**config.mk**
```make
export PLATFORM = sky130hd
export DESIGN_NAME = uart_rx_fifo
export DESIGN_NICKNAME = d
export VERILOG_FILES = /design/src/rtl/uart_rx_fifo.sv
export SDC_FILE = /design/constraint.sdc
export NUM_CORES = 1
export LEC_CHECK = 0
export BUFFER_PORTS_ARGS = -buffer_cell sky130_fd_sc_hd__buf_2
export CELL_PAD_IN_SITES_DETAIL_PLACEMENT = 1
export CELL_PAD_IN_SITES_GLOBAL_PLACEMENT = 2
export CORE_ASPECT_RATIO = 0.5
export CORE_MARGIN = 2
export CORE_UTILIZATION = 45
export CTS_BUF_LIST = sky130_fd_sc_hd__clkbuf_8
export DETAILED_ROUTE_END_ITERATION = 10
export GPL_ROUTABILITY_DRIVEN = 0
export PLACE_DENSITY_LB_ADDON = 0.1
export SETUP_SLACK_MARGIN = 0.2
export SYNTH_ARGS = -nofsm -noshare
export SYNTH_HDL_FRONTEND = slang
export SYNTH_SLANG_ARGS = --single-unit
```
**constraint.sdc**
```tcl
create_clock -name raw_clk -period 2.4 [get_ports raw_clk]
set_input_delay 0.36 -clock raw_clk [delete_from_list [all_inputs] [get_ports raw_clk]]
set_output_delay 0.36 -clock raw_clk [all_outputs]
set_load 0.02 [all_outputs]
```
**src/rtl/uart_rx_fifo.sv**
```systemverilog
// 8N1 UART receiver with a two-flop line synchroniser, midpoint bit sampling and
// stop-bit checking, feeding a show-ahead receive FIFO popped by the peripheral bus.
module uart_rx_fifo #(
  parameter int CLKS_PER_BIT = 234,
  parameter int FIFO_DEPTH   = 4
) (
  input  logic                          raw_clk,
  input  logic                          reset_n,
  input  logic                          rx_pin,
  input  logic                          rx_read,
  output logic [7:0]                    rx_data,
  output logic                          rx_valid,
  output logic [$clog2(FIFO_DEPTH):0]   fifo_count,
  output logic                          rx_overflow,
  output logic                          frame_error,
  input  logic                          clear_errors
);

  localparam int CW = $clog2(CLKS_PER_BIT);
  localparam int PW = $clog2(FIFO_DEPTH);
  localparam logic [CW-1:0] CNT_LAST = CW'(CLKS_PER_BIT - 1);
  localparam logic [CW-1:0] CNT_HALF = CW'(CLKS_PER_BIT / 2 - 1);
  localparam logic [PW:0]   FULL_CNT = (PW + 1)'(FIFO_DEPTH);

  typedef enum logic [2:0] {
    IDLE  = 3'd0,
    START = 3'd1,
    DATA  = 3'd2,
    STOP  = 3'd3,
    BRK   = 3'd4
  } state_t;

  logic          sync1_q;
  logic          rx_s_q;
  state_t        state_q;
  logic [CW-1:0] cnt_q;
  logic [2:0]    idx_q;
  logic [7:0]    shift_q;

  logic [7:0]    mem_q [FIFO_DEPTH];
  logic [PW-1:0] wr_ptr_q;
  logic [PW-1:0] rd_ptr_q;
  logic [PW:0]   count_q;
  logic          ovf_q;
  logic          ferr_q;

  logic stop_tick;
  logic push;
  logic ferr_set;
  logic full;
  logic pop;
  logic wr_en;
  logic ovf_set;

  always_ff @(posedge raw_clk or negedge reset_n) begin
    if (!reset_n) begin
      sync1_q <= 1'b1;
      rx_s_q  <= 1'b1;
    end else begin
      sync1_q <= rx_pin;
      rx_s_q  <= sync1_q;
    end
  end

  // Receive FSM: counter restarts on entering START and DATA, then wraps bit by bit.
  always_ff @(posedge raw_clk or negedge reset_n) begin
    if (!reset_n) begin
      state_q <= IDLE;
      cnt_q   <= '0;
      idx_q   <= '0;
      shift_q <= '0;
    end else begin
      case (state_q)
        IDLE: begin
          if (!rx_s_q) begin
            cnt_q   <= '0;
            state_q <= START;
          end
        end
        START: begin
          if (cnt_q == CNT_HALF) begin
            cnt_q <= '0;
            idx_q <= '0;
            state_q <= rx_s_q ? IDLE : DATA;
          end else begin
            cnt_q <= cnt_q + 1'b1;
          end
        end
        DATA: begin
          if (cnt_q == CNT_LAST) begin
            cnt_q          <= '0;
            shift_q[idx_q] <= rx_s_q;
            idx_q          <= idx_q + 1'b1;
            if (idx_q == 3'd7) state_q <= STOP;
          end else begin
            cnt_q <= cnt_q + 1'b1;
          end
        end
        STOP: begin
          if (cnt_q == CNT_LAST) begin
            cnt_q   <= '0;
            state_q <= rx_s_q ? IDLE : BRK;
          end else begin
            cnt_q <= cnt_q + 1'b1;
          end
        end
        BRK: begin
          if (rx_s_q) state_q <= IDLE;
        end
        default: state_q <= IDLE;
      endcase
    end
  end

  assign stop_tick = (state_q == STOP) && (cnt_q == CNT_LAST);
  assign push      = stop_tick && rx_s_q;
  assign ferr_set  = stop_tick && !rx_s_q;

  // A pop in the same cycle frees the slot, so a push into a full FIFO still lands.
  assign full    = (count_q == FULL_CNT);
  assign pop     = rx_read && (count_q != '0);
  assign wr_en   = push && (!full || pop);
  assign ovf_set = push && full && !pop;

  always_ff @(posedge raw_clk) begin
    if (wr_en) mem_q[wr_ptr_q] <= shift_q;
  end

  always_ff @(posedge raw_clk or negedge reset_n) begin
    if (!reset_n) begin
      wr_ptr_q <= '0;
      rd_ptr_q <= '0;
      count_q  <= '0;
      ovf_q    <= 1'b0;
      ferr_q   <= 1'b0;
    end else begin
      if (wr_en) wr_ptr_q <= wr_ptr_q + 1'b1;
      if (pop)   rd_ptr_q <= rd_ptr_q + 1'b1;
      case ({wr_en, pop})
        2'b10:   count_q <= count_q + 1'b1;
        2'b01:   count_q <= count_q - 1'b1;
        default: count_q <= count_q;
      endcase
      if (ovf_set)           ovf_q <= 1'b1;
      else if (clear_errors) ovf_q <= 1'b0;
      if (ferr_set)          ferr_q <= 1'b1;
      else if (clear_errors) ferr_q <= 1'b0;
    end
  end

  assign rx_valid    = (count_q != '0);
  assign rx_data     = rx_valid ? mem_q[rd_ptr_q] : 8'h00;
  assign fifo_count  = count_q;
  assign rx_overflow = ovf_q;
  assign frame_error = ferr_q;

endmodule

```
After elaboration in Yosys (flattened, before gate mapping):

Memories as Yosys holds them, arrays and structs flattened.
Cells that the tools add are included.

* register bits after elaboration: 33
* RAM bits: 32
* output and inout port bits: 14
* memories: 1

* add/subtract/negate cells: 6
* $lt $le $gt $ge: 2
* equal/unequal tests: 16
* mux-type cells: 26
* reduce and logical (&&, ||, !) cells: 24

Memories
* mem_q: depth 4, bits a word 8, read ports 1, clocked after memory_dff 0, write ports 1, line 40 `logic [7:0] mem_q [FIFO_DEPTH];`

Operators with widths (count)
* $mux 8: 4
* $mux 3: 9
* $pmux 8 s3: 1
* $pmux 3 s5: 1
* $ne 2x2->1 const B: 6
* $pmux 3 s2: 2
* $eq 3x3->1 const B: 3
* $add 8x1->8 const B: 1
* $bwmux 8: 1
* $eq 8x7->1 const B: 1
* $eq 8x8->1 const B: 1
* $logic_and 1x1->1: 8
* $reduce_bool 2->1: 4
* $add 3x1->3 const B: 2
* $eq 3x2->1 const B: 2
* $mux 1: 6
* $reduce_and 6->1: 1
* $reduce_bool 3->1: 2
* $add 2x1->2 const B: 2
* $lt 3x4->1 const B: 1
* $reduce_and 2->1: 2
* $demux 1 s3: 1
* $eq 3x1->1 const B: 1
* $ge 3x1->1 const B: 1
* other kinds (9): 11

Depth between registers and ports, before layout:

* depth in word-level cells: 6
* mapped depth: 9
* gate-level depth less buffers: 9

Worst setup path before layout:

No wires, ideal clock.

* path type: reg-to-reg
* start point: register cnt_q[1]
* end point: memory mem_q[0][0], enable pin
* setup time: 0.332 ns
* arrival: 1.546 ns
* required time: 2.068 ns
* setup slack: 0.523 ns
* stages on the path, launching flop included: 8
* path buffers: 1
* clock period less this slack: 1.877 ns
* cell sequence: dfrtp_1 > inv_1 > ha_1 > nand3b_4 > nor2_4 > and4_4 > buf_6 > and2_1

* cells in the longest elaborated chain, start to end: 6

RTL lines
* start: declaration: line 36 `logic [CW-1:0] cnt_q;`
* start signal: assignment: line 86 `cnt_q <= cnt_q + 1'b1;`
* start signal: assignment: line 96 `cnt_q <= cnt_q + 1'b1;`
* start signal: assignment: line 104 `cnt_q <= cnt_q + 1'b1;`
* $eq 8x8->1: line 115 `assign stop_tick = (state_q == STOP) && (cnt_q == CNT_LAST);`
* $logic_and 1x1->1: line 115
* $logic_and 1x1->1: line 116 `assign push = stop_tick && rx_s_q;`
* $logic_and 1x1->1: line 122 `assign wr_en = push && (!full || pop);`
* $mux 1: line 126 `if (wr_en) mem_q[wr_ptr_q] <= shift_q;`
* $mux 1 (not written as such): line 126
* end: declaration: line 40

No other way between the ends.

Worst setup path in the final report:

* start point: register rd_ptr_q[0]
* end point: output port rx_data[2]

* cells in the longest elaborated chain, start to end: 2

RTL lines
* start: declaration: line 42 `logic [PW-1:0] rd_ptr_q;`
* start signal: assignment: line 138 `if (pop) rd_ptr_q <= rd_ptr_q + 1'b1;`
* $mem_v2 4x8
* $mux 8: line 152 `assign rx_data = rx_valid ? mem_q[rd_ptr_q] : 8'h00;`
* end: declaration: line 11 `output logic [7:0] rx_data,`

No other way between the ends.

==> results.cfg <==
[outcome]
status = finished clean

[detailed_routing]
wl_per_cell_um = 17.0
drt-total-wl_um = 5610
vias_per_cell = 5.37
dr.pass1.iters = 4
initialDrtViolationCount = 91
vias = 1767
drtAntennaViolNets = 0
drc = 0

[power_and_ir_drop]
leakagePower_nw = 1.55
powerDensity_mw_per_mm2 = 650
ir_worst_vdd_uv = 331
power_w = 0.00220

[yosys]
synth_fp_nets = 230
synth_area_mm2 = 0.00300
synth_edf_count = 32
ys.flop_type = edfxtp_1
yosysTopAreaCell = edfxtp_1
ys_top_cells_by_area = edfxtp_1 32%, dfrtp_1 26%, mux4_2 6.0%, ha_1 3.8%, and2_1 2.7%
async_flop_share_pct = 50.8
avgSynthCellArea_um2 = 13.9
yosys_warnings = 0
synth_top_cell_area_share_pct = 32.1
yosysSeqAreaShare_pct = 59.7
syn_inst = 215
ys_seq_elements = 65
yosysUniqueCellTypes = 50

[global_routing]
grt_usage_pct = 17.4
grt_pass1_wl_um = 9370
grt_max_degree = 34
met2_usage_pct = 29.4
use_met1_pct = 22.1
antenna_found_initial = 0
use_met3_pct = 5.47
grt_pass1_vias = 1797
grt_overflow_total = 0
top_usage_layer = met2

[timing]
tightest_slew_ns = 0.739
setup_viol = 0
setup_tns_ns = 0
slew_headroom_pct = 50.4
finClkSkew_ns = 0.0109
rsz0062_at_grt = no
post-route-min-period_ns = 2.10
fin_crit_sh_pct = 87.5
hold_viol = 0
max_freq_mhz = 476
final_max_slew_viol_count = 0

[setup_path]
path_cells = mux4_2 > and2_1 > buf_2
cp-start-kind = flip-flop
crit_type = flip-flop to output pin
cp_max_fo = 9
cp.required_ns = 2.04
slowest_delay_ns = 0.54
worstPathArrival_ns = 1.74
cp_slowest_cell = dfrtp_4
end_kind = output pin

[floorplan]
die_height_um = 61.7
die_area_mm2 = 0.00736
chipWidth_um = 119
boundaryPins = 19
core_area_mm2 = 0.00626
start_util_pct = 47.9
row_count = 20

[cells_and_area]
num-fill-cells = 635
layout-drive-gt1-share_pct = 28.6
nets = 251
syn2layout_area_growth_pct = 13.1
mostFrequentLayoutCell = edfxtp_1
num_antenna_cells = 0
layout_common_cells = 32 x edfxtp_1, 30 x dfrtp_1, 18 x buf_2

[placement]
io_buffers = 18
place_hpwl_um = 3900

[clock_network]
htree_levels = 3
cts_setup_buffers = 0
root_buffer = clkbuf_8
numCtsBuffers = 9
ctsLongestPathBuffers = 2
cts_hold_buffers = 0
clkSinkCount = 65
insertion_delay_ns = 0.34
cts_tree = built
cts.clk_slew.worst_paths_ns = 0.08

[flow_run]
timing.max_cap.violations = 0

[min_path]
hp-class = primary input to asynchronous set/reset pin
## cell type report
cell class / instances / area (um^2) / share of cell area, %
clock inverters: 7 / 93.8 / 2.77
clock buffers: 9 / 124 / 3.66
repair buffers: 19 / 97.6 / 2.88
well taps: 88 / 110 / 3.25
multi-input cells: 131 / 1130 / 33.4
flip-flops and latches: 65 / 1790 / 52.9
inverters: 10 / 37.5 / 1.11
## power by group
part | switching (W) | internal, W
clock network | 0.000435 | 0.000584
registers | 0.00000430 | 0.00116
logic | 0.0000125 | 0.00000318
## layer usage
layer  vias to the layer above  wire, um
met5                         -         0
met4                         0        67
met3                         8       186
met2                        21      2610
met1                       901      2740
li1                        837         -
## cells in the mapped netlist, drive strengths merged, types with 2 or more instances
library cell   n
a21oi          2
a22o           7
and2          13
and3           2
buf            3
clkbuf         6
dfrtp         31
dfstp          2
edfxtp        32
ha             9
inv           10
mux2           8
mux4           8
nand2         12
nand2b         2
nand3          7
nand4          2
nand4b         2
nor2          10
nor2b          3
nor3           3
nor4           2
o21ai         15
o22ai          2
xnor2          6
## sequential cells by signal, summed over array words and instances (netlist names), 2 cells and up
name	flops
mem_q	32
state_q	3
wr_ptr_q	2
idx_q	3
cnt_q	8
shift_q	8
fifo_count	3
rd_ptr_q	2
## final timing paths
check	startpoint	to	slack, ns	depth (start not counted)
max	rd_ptr_q[0]$_DFFE_PN0P_	rx_data[2]	0.30	3
min	reset_n	state_q[2]$_DFFE_PN0P_	0.07	1
max reg2reg	cnt_q[0]$_DFFE_PN0P_	fifo_count[2]$_DFFE_PN0P_	0.40	8
min reg2reg	sync1_q$_DFF_PN1_	rx_s_q$_DFF_PN1_	0.36	0
max in group asynchronous	reset_n	rd_ptr_q[0]$_DFFE_PN0P_	1.78	1
min in group raw_clk	rx_pin	sync1_q$_DFF_PN1_	0.12	1
## logic make-up after synthesis
logic type,synth area share (%)
simple gates,14.5
mux,9.36
xor+xnor,1.75
flops,59.7
compound gates,7.39
buf+inv,2.80
fa+ha+maj,4.43
## metrics by stage
stage	util, %	setup slack (ns)	hold WS [ns]	instances	area, um^2
2_1_floorplan	-	0.523	0.0644	215	3000
3_3_place_gp	50.5	0.378	0.346	313	3160
3_5_place_dp	50.5	0.230	0.348	313	3160
4_1_cts	54.0	0.222	0.0910	329	3380
5_1_grt	54.2	0.229	0.0973	329	3390
6_report	54.2	0.300	0.0727	329	3390
## critical path: cells and delay by family, from the launching register on
family,cells,cell delay [ns]
DFF,1,0.54
and+or+nand+nor,1,0.17
buffers and inverters,1,0.15
muxes,1,0.53
## repair_timing
action | 4_1_cts | 5_1_grt
gates resized for setup | 1 | 6
setup endpoints to repair | 8 | 41
cloned | 0 | 0
Note: power is estimated with default switching activity, not from simulation.
